**config.mk**
```make
export PLATFORM = sky130hd
export DESIGN_NAME = pc_stack_unit
export DESIGN_NICKNAME = d
export VERILOG_FILES = /design/src/rtl/pc_stack_unit.sv
export SDC_FILE = /design/constraint.sdc
export NUM_CORES = 1
export LEC_CHECK = 0
export BUFFER_PORTS_ARGS = -buffer_cell sky130_fd_sc_hd__buf_2
export CAP_MARGIN = 20
export CORE_ASPECT_RATIO = 1.5
export CORE_MARGIN = 4
export CORE_UTILIZATION = 55
export DETAILED_ROUTE_END_ITERATION = 12
export PLACE_DENSITY = 0.76
export SETUP_SLACK_MARGIN = 0.02
export SKIP_CTS_REPAIR_TIMING = 1
export SLEW_MARGIN = 30
export SYNTH_ARGS = -nofsm -noshare
export SYNTH_HDL_FRONTEND = slang
export SYNTH_SLANG_ARGS = --single-unit
```
**constraint.sdc**
```tcl
create_clock -name clk -period 3.38 [get_ports clk]
set_input_delay 0.507 -clock clk [delete_from_list [all_inputs] [get_ports clk]]
set_output_delay 0.507 -clock clk [all_outputs]
set_load 0.01 [all_outputs]
```
**src/rtl/pc_stack_unit.sv**
```systemverilog
// pc_stack_unit: program counter with reset vector, stall, absolute/PC-relative
// jumps and a hardware return-address stack for call/return.
//
// Command interface: the control unit presents one-cycle command strobes.
// A strobe sampled at a rising edge takes effect on that edge. There is no
// backpressure, so every command is either executed or dropped in the same
// cycle. Conflicting strobes are resolved by the fixed priority
//   rst > pc_stall > pc_ret > pc_call > pc_load > pc_inc > hold.
// Stack overflow (call when full) and underflow (ret when empty) leave the
// PC and the stack untouched and set the sticky stack_err flag.
module pc_stack_unit #(
  parameter int ADDR_W      = 16,
  parameter int RESET_VEC   = 0,
  parameter int STACK_DEPTH = 8,
  parameter int INC_STEP    = 1
) (
  input  logic              clk,
  input  logic              rst,
  input  logic              pc_stall,
  input  logic              pc_load,
  input  logic              pc_inc,
  input  logic              pc_call,
  input  logic              pc_ret,
  input  logic              pc_rel,
  input  logic [ADDR_W-1:0] target_addr,
  output logic [ADDR_W-1:0] pc_addr,
  output logic              stack_full,
  output logic              stack_empty,
  output logic              stack_err
);

  // sp counts occupied entries, so it needs to represent 0..STACK_DEPTH.
  localparam int SP_W  = $clog2(STACK_DEPTH + 1);
  localparam int IDX_W = (STACK_DEPTH > 1) ? $clog2(STACK_DEPTH) : 1;

  localparam logic [SP_W-1:0]   SP_FULL  = SP_W'(STACK_DEPTH);
  localparam logic [SP_W-1:0]   SP_ZERO  = '0;
  localparam logic [SP_W-1:0]   SP_ONE   = SP_W'(1);
  localparam logic [ADDR_W-1:0] STEP     = ADDR_W'(INC_STEP);
  localparam logic [ADDR_W-1:0] PC_RESET = ADDR_W'(RESET_VEC);

  logic [ADDR_W-1:0] stack_mem [STACK_DEPTH];
  logic [SP_W-1:0]   sp;

  logic [ADDR_W-1:0] tgt;
  logic [ADDR_W-1:0] ret_addr;
  logic [IDX_W-1:0]  wr_idx;
  logic [IDX_W-1:0]  rd_idx;
  logic              is_full;
  logic              is_empty;

  logic [ADDR_W-1:0] pc_next;
  logic [SP_W-1:0]   sp_next;
  logic              err_next;
  logic              push_en;

  // Operand and stack-pointer decode shared by the command logic.
  always_comb begin
    tgt      = pc_rel ? (pc_addr + target_addr) : target_addr;
    ret_addr = pc_addr + STEP;
    is_full  = (sp == SP_FULL);
    is_empty = (sp == SP_ZERO);
    // Index casts only matter when sp is in range; the full/empty guards
    // below keep out-of-range values from ever being used.
    wr_idx   = IDX_W'(sp);
    rd_idx   = IDX_W'(sp - SP_ONE);
  end

  // Priority command resolution: computes next PC, next sp and error update.
  always_comb begin
    pc_next  = pc_addr;
    sp_next  = sp;
    err_next = stack_err;
    push_en  = 1'b0;
    if (pc_stall) begin
      // Everything frozen, including the sticky error.
      pc_next = pc_addr;
    end else if (pc_ret) begin
      if (is_empty) begin
        err_next = 1'b1;
      end else begin
        pc_next = stack_mem[rd_idx];
        sp_next = sp - SP_ONE;
      end
    end else if (pc_call) begin
      if (is_full) begin
        err_next = 1'b1;
      end else begin
        push_en = 1'b1;
        pc_next = tgt;
        sp_next = sp + SP_ONE;
      end
    end else if (pc_load) begin
      pc_next = tgt;
    end else if (pc_inc) begin
      pc_next = pc_addr + STEP;
    end
  end

  // PC, stack pointer, sticky error and registered full/empty flags.
  // Flags are registered from sp_next so they always agree with sp.
  always_ff @(posedge clk) begin
    if (rst) begin
      pc_addr     <= PC_RESET;
      sp          <= SP_ZERO;
      stack_err   <= 1'b0;
      stack_full  <= 1'b0;
      stack_empty <= 1'b1;
    end else begin
      pc_addr     <= pc_next;
      sp          <= sp_next;
      stack_err   <= err_next;
      stack_full  <= (sp_next == SP_FULL);
      stack_empty <= (sp_next == SP_ZERO);
    end
  end

  // Return-address storage; contents need no reset because sp guards reads.
  always_ff @(posedge clk) begin
    if (!rst && push_en) begin
      stack_mem[wr_idx] <= ret_addr;
    end
  end

endmodule

```
Yosys cells after proc, flatten, opt, wreduce, memory -nomap -nowiden

Memory sizes are Yosys's and may differ from the RTL's.
Cells that the tools add are included.

Memory bits (writable): 128
Memories: 1
Register bits after elaboration: 23

Memories:

| name      | depth | bits a word | read ports | clocked after Yosys merged registers in | wr ports | line | RTL |
|---|---|---|---|---|---|---|---|
| stack_mem | 8     | 16          | 1          | 0                                       | 1        | 42   | `logic [ADDR_W-1:0] stack_mem [STACK_DEPTH];` |

$add $sub $neg: 4
Eq/ne operators: 5
Mux-type cells: 22
Bitwise gates (word level): 1
Reductions and logical operators: 9

Operators with widths:

| operator              | number |
|---|---|
| $mux 16               | 7 |
| $mux 4                | 5 |
| $add 16x1->16 const B | 1 |
| $add 16x16->16        | 1 |
| $mux 1                | 10 |
| $eq 4x4->1 const B    | 2 |
| $logic_not 4->1       | 2 |
| $reduce_and 4->1      | 2 |
| $add 4x1->4 const B   | 1 |
| $reduce_bool 2->1     | 2 |
| $reduce_bool 4->1     | 1 |
| $sub 4x1->4 const B   | 1 |
| $ne 3x3->1 const B    | 1 |
| $ne 2x1->1 const B    | 1 |
| $ne 2x2->1 const B    | 1 |
| $logic_and 1x1->1     | 1 |
| $logic_not 1->1       | 1 |
| $not 1->1             | 1 |

Depth between registers and ports, before layout

Word-level depth: 8
Gate-level depth with buffers: 12
Mapped depth without buffers: 9

Worst setup path after synthesis

OpenSTA, ideal clock, no wires.

Kind: register -> register
Start: register sp[0]
End: memory stack_mem[1][0] (enable)
Data required time: 2971 ps
Setup slack: 156 ps
Arrival: 2815 ps
Buffers on the path: 2
Clock period less this slack: 3224 ps
Stages on the path, launching flop included: 9
Cell sequence: dfxtp_1 > buf_2 > buf_2 > inv_1 > ha_1 > nand3b_4 > and4_1 > nand2_1 > nor3_1

Longest elaborated chain between the ends: 8

RTL lines:

| element                      | line | RTL |
|---|---|---|
| start: declaration           | 43   | `logic [SP_W-1:0] sp;` |
| start signal: assignment     | 111  | `sp <= sp_next;` |
| $eq 4x4->1                   | 61   | `is_full = (sp == SP_FULL);` |
| $mux 1                       | 86   | `if (is_full) begin` |
| $mux 1                       | 85   | `end else if (pc_call) begin` |
| $mux 1                       | 78   | `end else if (pc_ret) begin` |
| $mux 1                       | 75   | `if (pc_stall) begin` |
| $logic_and 1x1->1            | 120  | `if (!rst && push_en) begin` |
| $mux 1                       | 120  |  |
| $mux 1 (implied by the code) | 121  | `stack_mem[wr_idx] <= ret_addr;` |
| end: declaration             | 42   |  |

Parallel ways exist; a longest one is shown, timed or not.

Final worst setup path

Start: register pc_addr[0]
End: register pc_addr[10]

Longest elaborated chain between the ends: 5
Elaborated cells between the ends (all ways): 8

RTL lines:

| element                                                | line   | RTL |
|---|---|---|
| start: declaration                                     | 26     | `output logic [ADDR_W-1:0] pc_addr,` |
| start signal: assignment                               | 110    | `pc_addr <= pc_next;` |
| $add 16x1->16 / $add 16x16->16 (equally long branches) | 96, 59 |  |
| $mux 16 (on tied branches)                             | 95, 59 |  |
| $mux 16 (on tied branches)                             | 93, 86 |  |
| $mux 16 *                                              | 85     |  |
| $mux 16 *                                              | 78     |  |

Every way passes the cells marked *; elsewhere a longest branch is shown, timed or not. The select of a mux whose other input is x is not followed.
A chain may end at the register's enable or synchronous reset.

==> impl_results.md <==
- Outcome: complete, no violations
- Worst-Skew Late Latency: 0.41 ns
- Final setup vio count: 0
- Post-Synth Simple-Gate Area: 9.37%
- Vias in the first global route: 5,004
- First DRT Iteration DRCs: 389
- Mean Syn Cell Area: 13.3 sq um
- Gr usage total: 24.4%
- Slew HR: 45.8%
- Crit path max fanout: 8
- Leak: 3.10 nW
- Post-Syn Nets: 599
- Gr ovfl total: 0
- Total placed cells including tap cells: 745
- Unrepaired setup endpoints after global routing: false
- Design Area, Final: 0.00839 sq mm
- Fraction of power consumed by the clock network: 36.5%
- Area of the mapped netlist: 0.00741 sq mm
- Num CTS Buffers: 17
- Die area: 0.0154 sq mm
- Core area: 0.0131 sq mm
- First-pass GRT wire length: 27.7 mm
- Mux contribution to synthesized area: 13.2%
- Most frequent cell after synthesis: edfxtp_1
- Synth-to-Final Area Change: 13.2%
- Chip width: 103 um
- Main combinational cell family by area after synthesis: multiplexers
- Synthesis Warnings: 0
- Core Util, Final: 64.1%
- Most used cell, CP: a21oi_1
- Top flip-flop cell by instance count after synthesis: edfxtp_1
- Max Cap Viol: 0
- Placed cell areas: 0.00782 sq mm
- Input/output buffers: 42
- Post-synthesis cell count: 556
- Skew final: 0.0119 ns
- VDD IR max: 0.412 mV
- FP Rows: 51
- Detailed Route WL: 17.7 mm
- Number of H-tree levels: 4
- Avg WL per Cell: 22.8 um
- Pre-antenna DRT Iters: 5
- CP bufs+invs: 0
- Worst slew pin tran: 0.807 ns
- HPWL Detailed: 12.0 mm
- Clk Tree Root Cell: clkbuf_16
- CP endpoint kind: flop
- Initial Utilization: 56.6%
- Top cells by area, synth: edfxtp_1 52%, mux4_2 9.7%, dfxtp_1 6.2%
- Final #Nets: 648
- IO Pins: 43
- CP arrival: 3.08 ns
- Post-synth EDFFs: 128
- Non-Filler Instances: 777
- Fillers: 960
- Pin count of the biggest net entering global routing: 33
- CP Data Required Time: 3.73 ns
- HP Class: in2reg
- Setup_tns: 0 ns
- Post-synthesis sequential area ratio: 58.1%
- Post-Synth XOR/XNOR Area: 2.94%
- Area leader, netlist: edfxtp_1
- Tcrit/Tclk final: 80.8%
- Crit path largest cell delay: 0.45 ns
- Sequential share of power: 44.2%
- DR vias/cell: 6.38
- Cell Pwr Density: 586 mW/mm^2
- Sink Count: 151
- Crit start category: flop
- CTS tree: done
- Max-slew violations: 0
- Post-synthesis compound-gate area fraction: 10.5%
- Initial antenna violation count: 0
- FF+latch count, synth: 151
- Critical path class: reg2reg
- Upper clock frequency limit: 0.366 GHz
- Combinational Power Share: 19.4%
- Switching Power: 1.39 mW
- Bufs on Longest Clock Path: 2
- Yosys cell types: 64
- Synth async-reset ratio: 0%
- Antenna-violating nets left: 0
- Family with the most delay on the worst path: compound AO/OA/AOI/OAI gates
- Share of the synthesized area in the top cell type: 51.9%
- Post-Synth Adder-Cell Area: 3.31%
- Sw Ratio: 28.2%
- Layout cells sized above 1: 22.3%
- Placer Congestion: 0.878
- Crit path time final: 2.73 ns
- Final Hold Fails: 0
- Residual DRC: 0
- Post-synth top cells: 128 x edfxtp_1, 41 x a21oi_1, 40 x nand2_1
- Die H: 150 um
- Clk slew on worst S/H paths: 0.07 ns
- Cell Chain, Critical Path: ha_1 > fa_1 > a21o_1 > a21oi_1 > o21bai_1 > a31oi_1 > xnor2_1 > o221ai_1 > a21oi_1
- Vias: 4,959
- Slowest CP cell: a31oi_1
- Int Pwr: 3.53 mW
- ANT cells: 0
power by group through the flow:
stage	combinational [mW]	sequential, mW	clock (mW)
3_3_place_gp	0.915	2.21	0
3_5_place_dp	0.940	2.21	0
4_1_cts	0.950	2.17	1.82
2_1_floorplan	0.682	2.20	0
5_1_grt	1.04	2.18	1.91
6_report	0.953	2.17	1.79
cells by family after synthesis:
| logic type | Yosys count |
|---|---|
| DFF | 151 |
| and+or+nand+nor | 142 |
| AOI/OAI and AO/OA | 119 |
| muxes | 57 |
| buffers and inverters | 44 |
| xor gates and xnor gates | 24 |
| adders and majority gates | 19 |
layout make-up:
| class | instances | area (sq um) | share of cell area (%) |
|---|---|---|---|
| clock buffer | 17 | 425 | 5.07 |
| tap | 159 | 199 | 2.37 |
| clock inverter | 15 | 144 | 1.72 |
| sequential | 151 | 4310 | 51.3 |
| timing repair buffer | 59 | 338 | 4.03 |
| multi-input combinational | 361 | 2920 | 34.8 |
| inverter | 15 | 56.3 | 0.671 |
sequential cells by signal (all words and copies together), names as in the netlist:
register,flops
sp,4
stack_mem,128
stack_full,1
pc_addr,16
stack_err,1
stack_empty,1
cells in the final DEF, fill, tap and decap left out, drive strengths merged, types with 17 or more instances in the layout:
cell,instances
mux4,32
dfxtp,23
o21ai,19
nand2,40
edfxtp,128
buf,59
clkbuf,17
nand3,19
ha,18
mux2i,20
inv,21
nor2,41
a21oi,41
path summary, 6_finish.rpt:
check / start / slack (ns) / cells after the start / end
hold / removal: target_addr[14] / 0.46 / 3 / pc_addr[14]
setup / recovery: pc_addr[0] / 0.65 / 9 / pc_addr[10]
setup reg to reg: pc_addr[0] / 0.65 / 9 / pc_addr[10]
hold reg to reg: stack_err / 0.48 / 2 / stack_err
per-layer routing:
metal / track usage, % / vias to the layer above / share of wire, %
met3: 5.01 / 48 / 5.4
met2: 41.8 / 192 / 53
met4: 11.4 / 0 / 4.2
met5: 0 / - / 0
li1: - / 2265 / -
met1: 29.3 / 2454 / 37
worst register-to-register path: stages, from the launching register on:
cell and delay [ns]:
dfxtp_1 0.41, ha_1 0.26, fa_1 0.41, a21o_1 0.20, a21oi_1 0.30, o21bai_1 0.16, a31oi_1 0.45, xnor2_1 0.19
o221ai_1 0.12, a21oi_1 0.15
metrics by stage:
step	total power [mW]	setup WS, ns	hold WS, ns
global route	5.13	0.523	0.461
detailed placement	3.15	0.532	0.470
CTS	4.94	0.667	0.435
finish	4.92	0.647	0.456
global placement	3.12	0.554	0.453
floorplan	2.88	0.156	0.503
No activity file was read; power rests on OpenSTA's default activity.
